[src/rtl/alu_seq.sv]
// Multi-cycle ALU: single-cycle logic/arith ops, bit-serial shifts and an optional shift-add multiplier.
// Define ALU_SEQ_MUL_EN to build the multiplier; without it opcode 1000 is reported as illegal.
module alu_seq #(
    parameter int WIDTH = 8
) (
    input  logic             clk,
    input  logic             reset,
    input  logic             in_valid,
    output logic             in_ready,
    input  logic [WIDTH-1:0] operand_A,
    input  logic [WIDTH-1:0] operand_B,
    input  logic [3:0]       alu_control,
    output logic             out_valid,
    input  logic             out_ready,
    output logic [WIDTH-1:0] result,
    output logic             flag_z,
    output logic             flag_n,
    output logic             flag_c,
    output logic             flag_v,
    output logic             illegal
);

    localparam int CW = $clog2(WIDTH + 1);

    localparam logic [3:0] OP_ADD = 4'b0001;
    localparam logic [3:0] OP_SUB = 4'b0010;
    localparam logic [3:0] OP_AND = 4'b0011;
    localparam logic [3:0] OP_OR  = 4'b0100;
    localparam logic [3:0] OP_XOR = 4'b0101;
    localparam logic [3:0] OP_SHL = 4'b0110;
    localparam logic [3:0] OP_SHR = 4'b0111;
`ifdef ALU_SEQ_MUL_EN
    localparam logic [3:0] OP_MUL = 4'b1000;
`endif

    typedef enum logic [1:0] {IDLE, BUSY, DONE} state_t;

    state_t           state_reg;
    logic [3:0]       op_reg;
    logic [WIDTH-1:0] shift_reg;
    logic [CW-1:0]    cnt_reg;

    logic [CW-1:0]    shamt;
    logic [WIDTH:0]   sum_ext;
    logic [WIDTH:0]   diff_ext;
    logic [WIDTH-1:0] acc_res;
    logic             acc_c;
    logic             acc_v;
    logic             acc_ill;
    logic             acc_busy;
    logic [WIDTH-1:0] step_res;
    logic             step_c;

    assign in_ready = (state_reg == IDLE);
    assign shamt    = CW'(32'(operand_B) % 32'(WIDTH));
    assign sum_ext  = {1'b0, operand_A} + {1'b0, operand_B};
    assign diff_ext = {1'b0, operand_A} - {1'b0, operand_B};

    // Outcome of an accepted request when it completes in a single cycle.
    always_comb begin
        acc_res  = '0;
        acc_c    = 1'b0;
        acc_v    = 1'b0;
        acc_ill  = 1'b0;
        acc_busy = 1'b0;
        case (alu_control)
            OP_ADD: begin
                acc_res = sum_ext[WIDTH-1:0];
                acc_c   = sum_ext[WIDTH];
                acc_v   = (operand_A[WIDTH-1] == operand_B[WIDTH-1]) &&
                          (sum_ext[WIDTH-1] != operand_A[WIDTH-1]);
            end
            OP_SUB: begin
                acc_res = diff_ext[WIDTH-1:0];
                acc_c   = diff_ext[WIDTH];
                acc_v   = (operand_A[WIDTH-1] != operand_B[WIDTH-1]) &&
                          (diff_ext[WIDTH-1] != operand_A[WIDTH-1]);
            end
            OP_AND: acc_res = operand_A & operand_B;
            OP_OR:  acc_res = operand_A | operand_B;
            OP_XOR: acc_res = operand_A ^ operand_B;
            OP_SHL, OP_SHR: begin
                acc_res  = operand_A;
                acc_busy = (shamt != '0);
            end
`ifdef ALU_SEQ_MUL_EN
            OP_MUL: acc_busy = 1'b1;
`endif
            default: acc_ill = 1'b1;
        endcase
    end

`ifdef ALU_SEQ_MUL_EN
    // Product register starts as {0, B}; each step adds A into the high half when
    // the low bit is set, then shifts right. shift_reg holds A for the whole multiply.
    logic [2*WIDTH-1:0] prod_reg;
    logic [WIDTH:0]     prod_sum;
    logic [2*WIDTH-1:0] prod_next;

    assign prod_sum  = {1'b0, prod_reg[2*WIDTH-1:WIDTH]} +
                       (prod_reg[0] ? {1'b0, shift_reg} : {(WIDTH+1){1'b0}});
    assign prod_next = {prod_sum, prod_reg[WIDTH-1:1]};
`endif

    always_comb begin
        step_res = {shift_reg[WIDTH-2:0], 1'b0};
        step_c   = shift_reg[WIDTH-1];
        if (op_reg == OP_SHR) begin
            step_res = {1'b0, shift_reg[WIDTH-1:1]};
            step_c   = shift_reg[0];
        end
`ifdef ALU_SEQ_MUL_EN
        if (op_reg == OP_MUL) begin
            step_res = prod_next[WIDTH-1:0];
            step_c   = |prod_next[2*WIDTH-1:WIDTH];
        end
`endif
    end

    always_ff @(posedge clk or posedge reset) begin
        if (reset) begin
            state_reg <= IDLE;
            op_reg    <= '0;
            shift_reg <= '0;
            cnt_reg   <= '0;
            result    <= '0;
            flag_z    <= 1'b0;
            flag_n    <= 1'b0;
            flag_c    <= 1'b0;
            flag_v    <= 1'b0;
            illegal   <= 1'b0;
            out_valid <= 1'b0;
`ifdef ALU_SEQ_MUL_EN
            prod_reg  <= '0;
`endif
        end else begin
            case (state_reg)
                IDLE: if (in_valid) begin
                    op_reg    <= alu_control;
                    shift_reg <= operand_A;
                    cnt_reg   <= shamt;
`ifdef ALU_SEQ_MUL_EN
                    prod_reg  <= {{WIDTH{1'b0}}, operand_B};
                    if (alu_control == OP_MUL)
                        cnt_reg <= CW'(WIDTH);
`endif
                    if (acc_busy) begin
                        state_reg <= BUSY;
                    end else begin
                        state_reg <= DONE;
                        out_valid <= 1'b1;
                        result    <= acc_res;
                        flag_z    <= (acc_res == '0);
                        flag_n    <= acc_res[WIDTH-1];
                        flag_c    <= acc_c;
                        flag_v    <= acc_v;
                        illegal   <= acc_ill;
                    end
                end
                BUSY: begin
                    cnt_reg <= cnt_reg - CW'(1);
`ifdef ALU_SEQ_MUL_EN
                    prod_reg <= prod_next;
                    if (op_reg != OP_MUL)
                        shift_reg <= step_res;
`else
                    shift_reg <= step_res;
`endif
                    if (cnt_reg == CW'(1)) begin
                        state_reg <= DONE;
                        out_valid <= 1'b1;
                        result    <= step_res;
                        flag_z    <= (step_res == '0);
                        flag_n    <= step_res[WIDTH-1];
                        flag_c    <= step_c;
                        flag_v    <= 1'b0;
                        illegal   <= 1'b0;
                    end
                end
                DONE: if (out_ready) begin
                    out_valid <= 1'b0;
                    state_reg <= IDLE;
                end
                default: state_reg <= IDLE;
            endcase
        end
    end

endmodule
[config.mk]
export PLATFORM = sky130hd
export DESIGN_NAME = alu_seq
export DESIGN_NICKNAME = d
export VERILOG_FILES = /design/src/rtl/alu_seq.sv
export SDC_FILE = /design/constraint.sdc
export NUM_CORES = 1
export LEC_CHECK = 0
export ABC_AREA = 1
export BUFFER_PORTS_ARGS = -buffer_cell sky130_fd_sc_hd__buf_2
export CAP_MARGIN = 15
export CORE_MARGIN = 5
export CORE_UTILIZATION = 63
export DETAILED_ROUTE_END_ITERATION = 7
export MAX_ROUTING_LAYER = met4
export PLACE_DENSITY = 0.84
export SLEW_MARGIN = 0
export SYNTH_ARGS = -nofsm -noshare
export SYNTH_HDL_FRONTEND = slang
export SYNTH_SLANG_ARGS = --single-unit
[constraint.sdc]
create_clock -name clk -period 3.76 [get_ports clk]
set_clock_uncertainty 0.1 [all_clocks]
set_input_delay 0.564 -clock clk [delete_from_list [all_inputs] [get_ports clk]]
set_output_delay 0.564 -clock clk [all_outputs]
set_load 0.02 [all_outputs]
Word-level counts from Yosys, hierarchy flattened
Cells that the tools add are included.
Widths: inputs -> output; s select.
{ "word_totals": {"register_bits": 32, "latch_bits": 0, "ram_bits": 0, "rom_bits": 0, "out_inout_bits": 15, "word_cells": 95, "memories": 0} }
{ "classes": {"n_addsub": 3, "mul": 0, "div": 0, "n_lt_le_gt_ge": 0, "eq_ne": 19, "shift": 0, "mux": 44, "n_bitwise": 3, "n_reduce_logical": 15} }
{ "op_table": {"columns": ["op", "n"], "rows": [
  ["$pmux 8 s6", 1],
  ["$mux 8", 5],
  ["$pmux 8 s2", 2],
  ["$mux 1", 21],
  ["$eq 4x3->1 const B", 5],
  ["$logic_not 8->1", 2],
  ["$pmux 1 s2", 7],
  ["$add 8x8->9", 1],
  ["$sub 8x8->9", 1],
  ["$and 8x8->8", 1],
  ["$eq 4x1->1 const B", 2],
  ["$eq 4x2->1 const B", 2],
  ["$mux 2", 4],
  ["$ne 2x2->1 const B", 4],
  ["$or 8x8->8", 1],
  ["$pmux 4 s2", 1],
  ["$xor 8x8->8", 1],
  ["$reduce_or 7->1", 1],
  ["$pmux 2 s3", 1],
  ["$reduce_and 5->1", 1],
  ["$mux 4", 1],
  ["$reduce_and 2->1", 2],
  ["$reduce_and 4->1", 1],
  ["$reduce_bool 4->1", 1],
  ["other kinds (12)", 15]
]} }

Depth between registers and ports, before layout
Gate-level depths: netlist of run 1.
{ "logic_depth": {"depth_word": 7, "mapped_depth": 15, "ltp_nobuf": 15} }

Least setup slack after synthesis of run 1
Ideal clock, no wire load.
{ "synth_path": {"path_kind": "input to register", "startpoint": "input port operand_A[0]", "endpoint": "register flag_z", "setup_ns": 0.073, "t_arrival_ns": 1.993, "required_time_ns": 3.587, "setup_slack_ns": 1.594, "cell_stages": 14, "path_buffers": 0, "path_cell_list": "inv_1 ha_1 fa_1 inv_1 nand2_1 nand2_1 nand3_1 nand2_1 nand2_1 nand3_1 nand3_1 nor2_1 nand3_1 a21oi_2"} }
{ "synth_between": {"elab_chain_len": 6, "elab_cells_between_ends": 10} }
{ "synth_lines": {"columns": ["element", "line", "source"], "rows": [
  ["from (decl)", "10", "input logic [WIDTH-1:0] operand_A,"],
  ["$sub 8x8->9 (tied with other cells)", "57", "assign diff_ext = {1'b0, operand_A} - {1'b0, operand_B};"],
  ["$pmux 8 s6 (*)", "66", "case (alu_control)"],
  ["$logic_not 8->1 (*)", "153", "flag_z <= (acc_res == '0);"],
  ["$mux 1 (*)", "147", "if (acc_busy) begin"],
  ["$mux 1 (*)", "138", "IDLE: if (in_valid) begin"],
  ["$pmux 1 s2 (*)", "137", "case (state_reg)"],
  ["to (signal assigned)", "153", null],
  ["to (signal assigned)", "173", "flag_z <= (step_res == '0);"],
  ["to (decl)", "16", "output logic flag_z,"]
]} }
Every way passes the cells marked *; elsewhere a longest branch is shown, timed or not. The select of a mux whose other input is x is not followed.
A chain may end at the register's enable or synchronous reset.

Final worst setup path of run 1
Same ends and word-level chain as after synthesis.

==> results of run 1 <==
==> logic make-up (layout without fill, tap and decap cells) <==
family          count (synthesis)  in the layout  synth area share, %
flops                          31             31                26.55
simple gates                  231            231                35.03
fa+ha+maj                      29             29                12.93
compound gates                 67             67                13.88
xor+xnor                        2              2               0.5997
buf+inv                        80            118                11.01
==> worst max-delay path by stage <==
| stage | endpoint | slack (ns) | cells after the start |
|---|---|---|---|
| 6_report | flag_z | 1.46 | 15 |
| 5_1_grt | result[6] | 1.25 | 14 |
| 3_3_place_gp | flag_c | 1.17 | 14 |
| 3_5_place_dp | flag_z | 1.20 | 14 |
| 4_1_cts | flag_z | 1.46 | 15 |
| 2_1_floorplan | flag_z | 1.59 | 14 |
==> worst max-delay path: stages <==
cell     delay (ns)
buf_2          0.13
inv_1          0.07
ha_1           0.24
fa_1           0.41
inv_1          0.07
nand2_1        0.06
nand2_1        0.11
nand3_1        0.08
nand3_1        0.09
nand2_1        0.05
nor2_1         0.14
nand3_1        0.09
nor2_1         0.10
nand3_1        0.09
a21oi_2        0.12
==> placed cells by master, fill, tap and decap left out, drive strengths merged, types with 6 or more instances in the layout <==
cell,n
a21oi,16
buf,40
clkbuf,6
dfrtp,31
ha,27
inv,70
nand2,120
nand3,49
nor2,46
o21ai,29
==> final cells by class <==
type / instances / area (um2)
Multi-Input combinational cell: 329 / 1824
Fill cell: 370 / 1182
Sequential cell: 31 / 775.7
Inverter: 71 / 274.0
Timing Repair Buffer: 40 / 205.2
Clock buffer: 6 / 82.58
Tap cell: 52 / 65.06
Clock inverter: 1 / 5.005
==> metal layers <==
metal / track usage (%) / vias up / part of all wire, %
li1: - / 1493 / -
met1: 35.46 / 1380 / 43
met2: 39.90 / 143 / 46
met3: 5.034 / 17 / 8.5
met4: 9.122 / 0 / 2.2
met5: - / - / 0
==> where the power goes <==
group | switching (mW) | internal (mW) | leakage [nW]
clock network | 0.118 | 0.143 | 0.0470
registers | 0.109 | 0.490 | 0.390
logic | 0.657 | 0.339 | 1.37
total | 0.884 | 0.972 | 1.81
==> results.toml, run 1 <==
[outcome]
status = "finished, final reports clean"

[yosys]
yosysMostFrequentCell = "nand2_1"
syn_inst = 440
yosys_warnings = 0
ys_ff_latch = 31
ys_top_cells_by_area = "dfrtp_1, nand2_1, ha_1"
yosys-top-cells-count = "nand2_1, inv_1, nand3_1"
synth_edf_count = 0
syn-cell-area_um2 = 2922
synth_top_area_cell = "dfrtp_1"
synth_ff_type = "dfrtp_1"
ys_seq_area_share_pct = 26.55
synth_top_area_share_pct = 26.55
synthArstFlopShare_pct = 100.0
synth.avg_cell_area_um2 = 6.640
ys_types = 41
synth_nets = 493

[clock_network]
cts_resized = 0
htreeDepth = 2
insertion_delay_ns = 0.28
cts_buffers = 5
path_clk_slew_ns = 0.06
cts_tree = "built"
clock_sinks = 31
cts_hold_buffers = 0
clock_path_buffers = 2
post-cts-setup-buffers = 0
ctsRootBufferMaster = "clkbuf_8"

[hold_path]
hold_path.class = "input pin to async pin"

[layout]
area_delta_synth_final_pct = 10.62
final_area_um2 = 3232
fin_nets = 531
diodes = 0
final_util_pct = 73.21
fin_cells = 530
drive_above_1_share_pct = 14.23

[placed_design]
gp_congestion = 0.9700
placed_cells = 523
place_ws_ns = 1.201
dpl.hpwl_mm = 6.155
dpl_cell_area_um2 = 3144
io_buffers = 38

[power]
p_per_area_nw_per_um2 = 574.2
leakagePower_nw = 1.806
finalPower_mw = 1.856
vdd_drop_max_mv = 0.2987

[timing]
tightest_slew_ns = 0.7463
rsz0062_at_grt = "no"
finalHoldViolCount = 0
setup_viol = 0
finalCritPeriodShare_pct = 61.30
fmax_mhz = 433.9
finalMaxSlewViolations = 0
fin_setup_tns_ns = 0
maxSlewHeadroom_pct = 50.07
hold_slack_ns = 0.2469
setup_ws_ns = 1.455
fin_crit_ns = 2.305

[setup_path]
startpoint = "operand_A[0]"
ff2ff_setup_slack_ns = 1.66
crit_path_end_kind = "register"
start_kind = "input pin"
crit_path_max_fanout = 4
reg2reg_to = "flag_z"
cp_data_arrival_time_ns = 2.42
worstPathRequired_ns = 3.87
reg2reg_from = "op_reg[3]"
reg2reg_depth = 8
path_class = "input pin to register"

[job]
max-cap-violations = 0

[drt]
vias_per_cell = 5.723
wire_per_inst_um = 14.44
via_count = 3033
drtIter0Drc = 269
remaining_drc_errors = 0
dr.pass1.iters = 5
ant_nets = 0
wirelength_mm = 7.653

[floorplanning]
die_area_um2 = 6100
die_y_um = 78.10
ios = 39
initial_core_util_pct = 66.18
rows = 24
die_w_um = 78.10
core-area_um2 = 4414

[global_route]
track_usage_pct = 26.41
grt_pass1_vias = 2754
grt_max_degree = 32
overflow = 0
antenna_found_initial = 0
grt_pass1_wl_mm = 12.88
No activity file was read; power rests on OpenSTA's default activity.
==> run 2: changes to the inputs <==
--- a/config.mk
+++ b/config.mk
@@ -9,10 +9,10 @@
 export BUFFER_PORTS_ARGS = -buffer_cell sky130_fd_sc_hd__buf_2
 export CAP_MARGIN = 15
 export CORE_MARGIN = 5
-export CORE_UTILIZATION = 63
+export CORE_UTILIZATION = 53
 export DETAILED_ROUTE_END_ITERATION = 7
 export MAX_ROUTING_LAYER = met4
-export PLACE_DENSITY = 0.84
+export PLACE_DENSITY = 0.75
 export SLEW_MARGIN = 0
 export SYNTH_ARGS = -nofsm -noshare
 export SYNTH_HDL_FRONTEND = slang
==> constraint.sdc (replaced) <==
create_clock -name clk -period 1.9 [get_ports clk]
set_clock_uncertainty 0.1 [all_clocks]
set_input_delay 0.285 -clock clk [delete_from_list [all_inputs] [get_ports clk]]
set_output_delay 0.285 -clock clk [all_outputs]
set_load 0.02 [all_outputs]
==> run 2 against run 1 <==
Against the previous run: sequential share of layout area fell by 4.0 points; worst setup slack got worse by 1.4 ns; count of clock-buffer cells in the layout rose by 2; power rose by 120%; combinational power rose by 140%; non-clock buffer count rose by 67; worst hold slack got worse by 0.030 ns; cell area rose by 20%; largest cell class unchanged.
==> results.toml, run 2 (synthesized netlist as in run 1, its figures left out) <==
[setup_path]
ff2ff_setup_slack_ns = 0.07
worstPathRequired_ns = 2.01
cp_data_arrival_time_ns = 2.00
crit_path_max_fanout = 3
reg2reg_to = "flag_z"
crit_path_end_kind = "register"
start_kind = "input pin"
reg2reg_from = "state_reg[1]"
reg2reg_depth = 11
path_class = "input pin to register"

[timing]
fmax_mhz = 529.9
setup_viol = 0
hold_slack_ns = 0.2169
rsz0062_at_grt = "yes"
maxSlewHeadroom_pct = 50.68
finalHoldViolCount = 0
fin_setup_tns_ns = 0
finalCritPeriodShare_pct = 99.32
setup_ws_ns = 0.01283
finalMaxSlewViolations = 0
fin_crit_ns = 1.887
tightest_slew_ns = 0.7371

[floorplanning]
die_area_um2 = 7097
die_w_um = 84.25
rows = 27
core-area_um2 = 5439
ios = 39
initial_core_util_pct = 53.72
die_y_um = 84.25

[clock_network]
clock_path_buffers = 2
clock_sinks = 31
insertion_delay_ns = 0.28
ctsRootBufferMaster = "clkbuf_8"
htreeDepth = 2
cts_tree = "built"
cts_buffers = 5
path_clk_slew_ns = 0.06

[hold_path]
hp-start = "out_ready"
hold_path_depth = 3
hold_path.class = "input pin to register"
holdPathEnd = "state_reg[1]"

[layout]
fillers = 483
layout_commonest_cell = "nand2_1"
final_util_pct = 71.45
area_delta_synth_final_pct = 33.02
fin_nets = 599
final_cell_mix = "nand2_1, buf_4, inv_1, nand3_1"
diodes = 0
multi_input_area_um2 = 1906
drive_above_1_share_pct = 28.70
final_area_um2 = 3886
seq_area_um2 = 775.7

[power]
p_per_area_nw_per_um2 = 1058
leakagePower_nw = 2.145
vdd_drop_max_mv = 0.7088

[global_route]
track_usage_pct = 25.36
antenna_found_initial = 0
grt_pass1_vias = 3202
grt_max_degree = 32
overflow = 0
grt_pass1_wl_mm = 14.44

[placed_design]
dpl_cell_area_um2 = 3650
io_buffers = 38
dpl.hpwl_mm = 6.847
place_ws_ns = -0.3465
gp_congestion = 0.9282

[drt]
wirelength_mm = 8.615
dr.pass1.iters = 5
via_count = 3320
remaining_drc_errors = 0
vias_per_cell = 5.363
wire_per_inst_um = 13.92
ant_nets = 0
drtIter0Drc = 286

[outcome]
status = "finished, final reports clean"

[job]
max-cap-violations = 0
==> run 2: worst max-delay path: stages <==
cell and delay (ns):
buf_8 0.08, inv_4 0.03, ha_4 0.16, fa_2 0.56, inv_2 0.04, nand3_2 0.05, nand2_1 0.05, nor2_1 0.11
nand2_1 0.10, nor2_1 0.11, nand3_1 0.09, nor2_2 0.13, nand3_2 0.08, a21oi_2 0.13
==> run 2: worst max path at each step <==
stage,start,endpoint,slack (ns),cells after the start
after floorplan,operand_A[0],flag_z,0.01,14
after global placement,operand_A[0],flag_z,-0.31,15
after detailed placement,operand_A[0],flag_z,-0.35,15
after CTS,operand_A[0],flag_z,0.002,15
after global routing,operand_A[0],flag_z,-0.13,14
final,operand_A[0],flag_z,0.01,14
==> run 2: what timing repair did <==
item / CTS / global route
buffers inserted: 1 / 1
hold buffers: 1 / 0
resized for setup: 4 / 30
pin swaps: 1 / 11
setup endpoints to repair: 1 / 9
endpoints found under the hold margin: 31 / 0
cloned: 0 / 1
==> run 2: routing by layer <==
| layer | global-route usage [%] | part of all wire (%) | up-vias |
|---|---|---|---|
| met5 | - | 0 | - |
| met4 | 6.579 | 1.8 | 0 |
| met3 | 2.944 | 7.1 | 16 |
| met2 | 43.11 | 49 | 143 |
| met1 | 31.95 | 42 | 1528 |
| li1 | - | - | 1633 |
==> run 2: final cells by class <==
| type | instances | share of cell area, % |
|---|---|---|
| inverter | 71 | 7.180 |
| timing repair inverter | 1 | 0.1288 |
| clock buffer | 8 | 2.576 |
| multi-input combinational | 329 | 49.03 |
| tap | 72 | 2.318 |
| sequential | 31 | 19.96 |
| timing repair buffer | 107 | 18.80 |
==> run 2: power breakdown <==
part           internal [mW]  switching, mW
combinational          0.925           1.44
clock                  0.330          0.237
sequential             0.970          0.211
total                   2.23           1.89
==> run 2: metrics by stage <==
| stage | instances | power (mW) |
|---|---|---|
| 3_5_place_dp | 607 | 3.390 |
| 2_1_floorplan | 440 | 2.638 |
| 4_1_cts | 617 | 3.991 |
| 6_report | 619 | 4.111 |
| 3_3_place_gp | 607 | 3.337 |
| 5_1_grt | 619 | 4.428 |
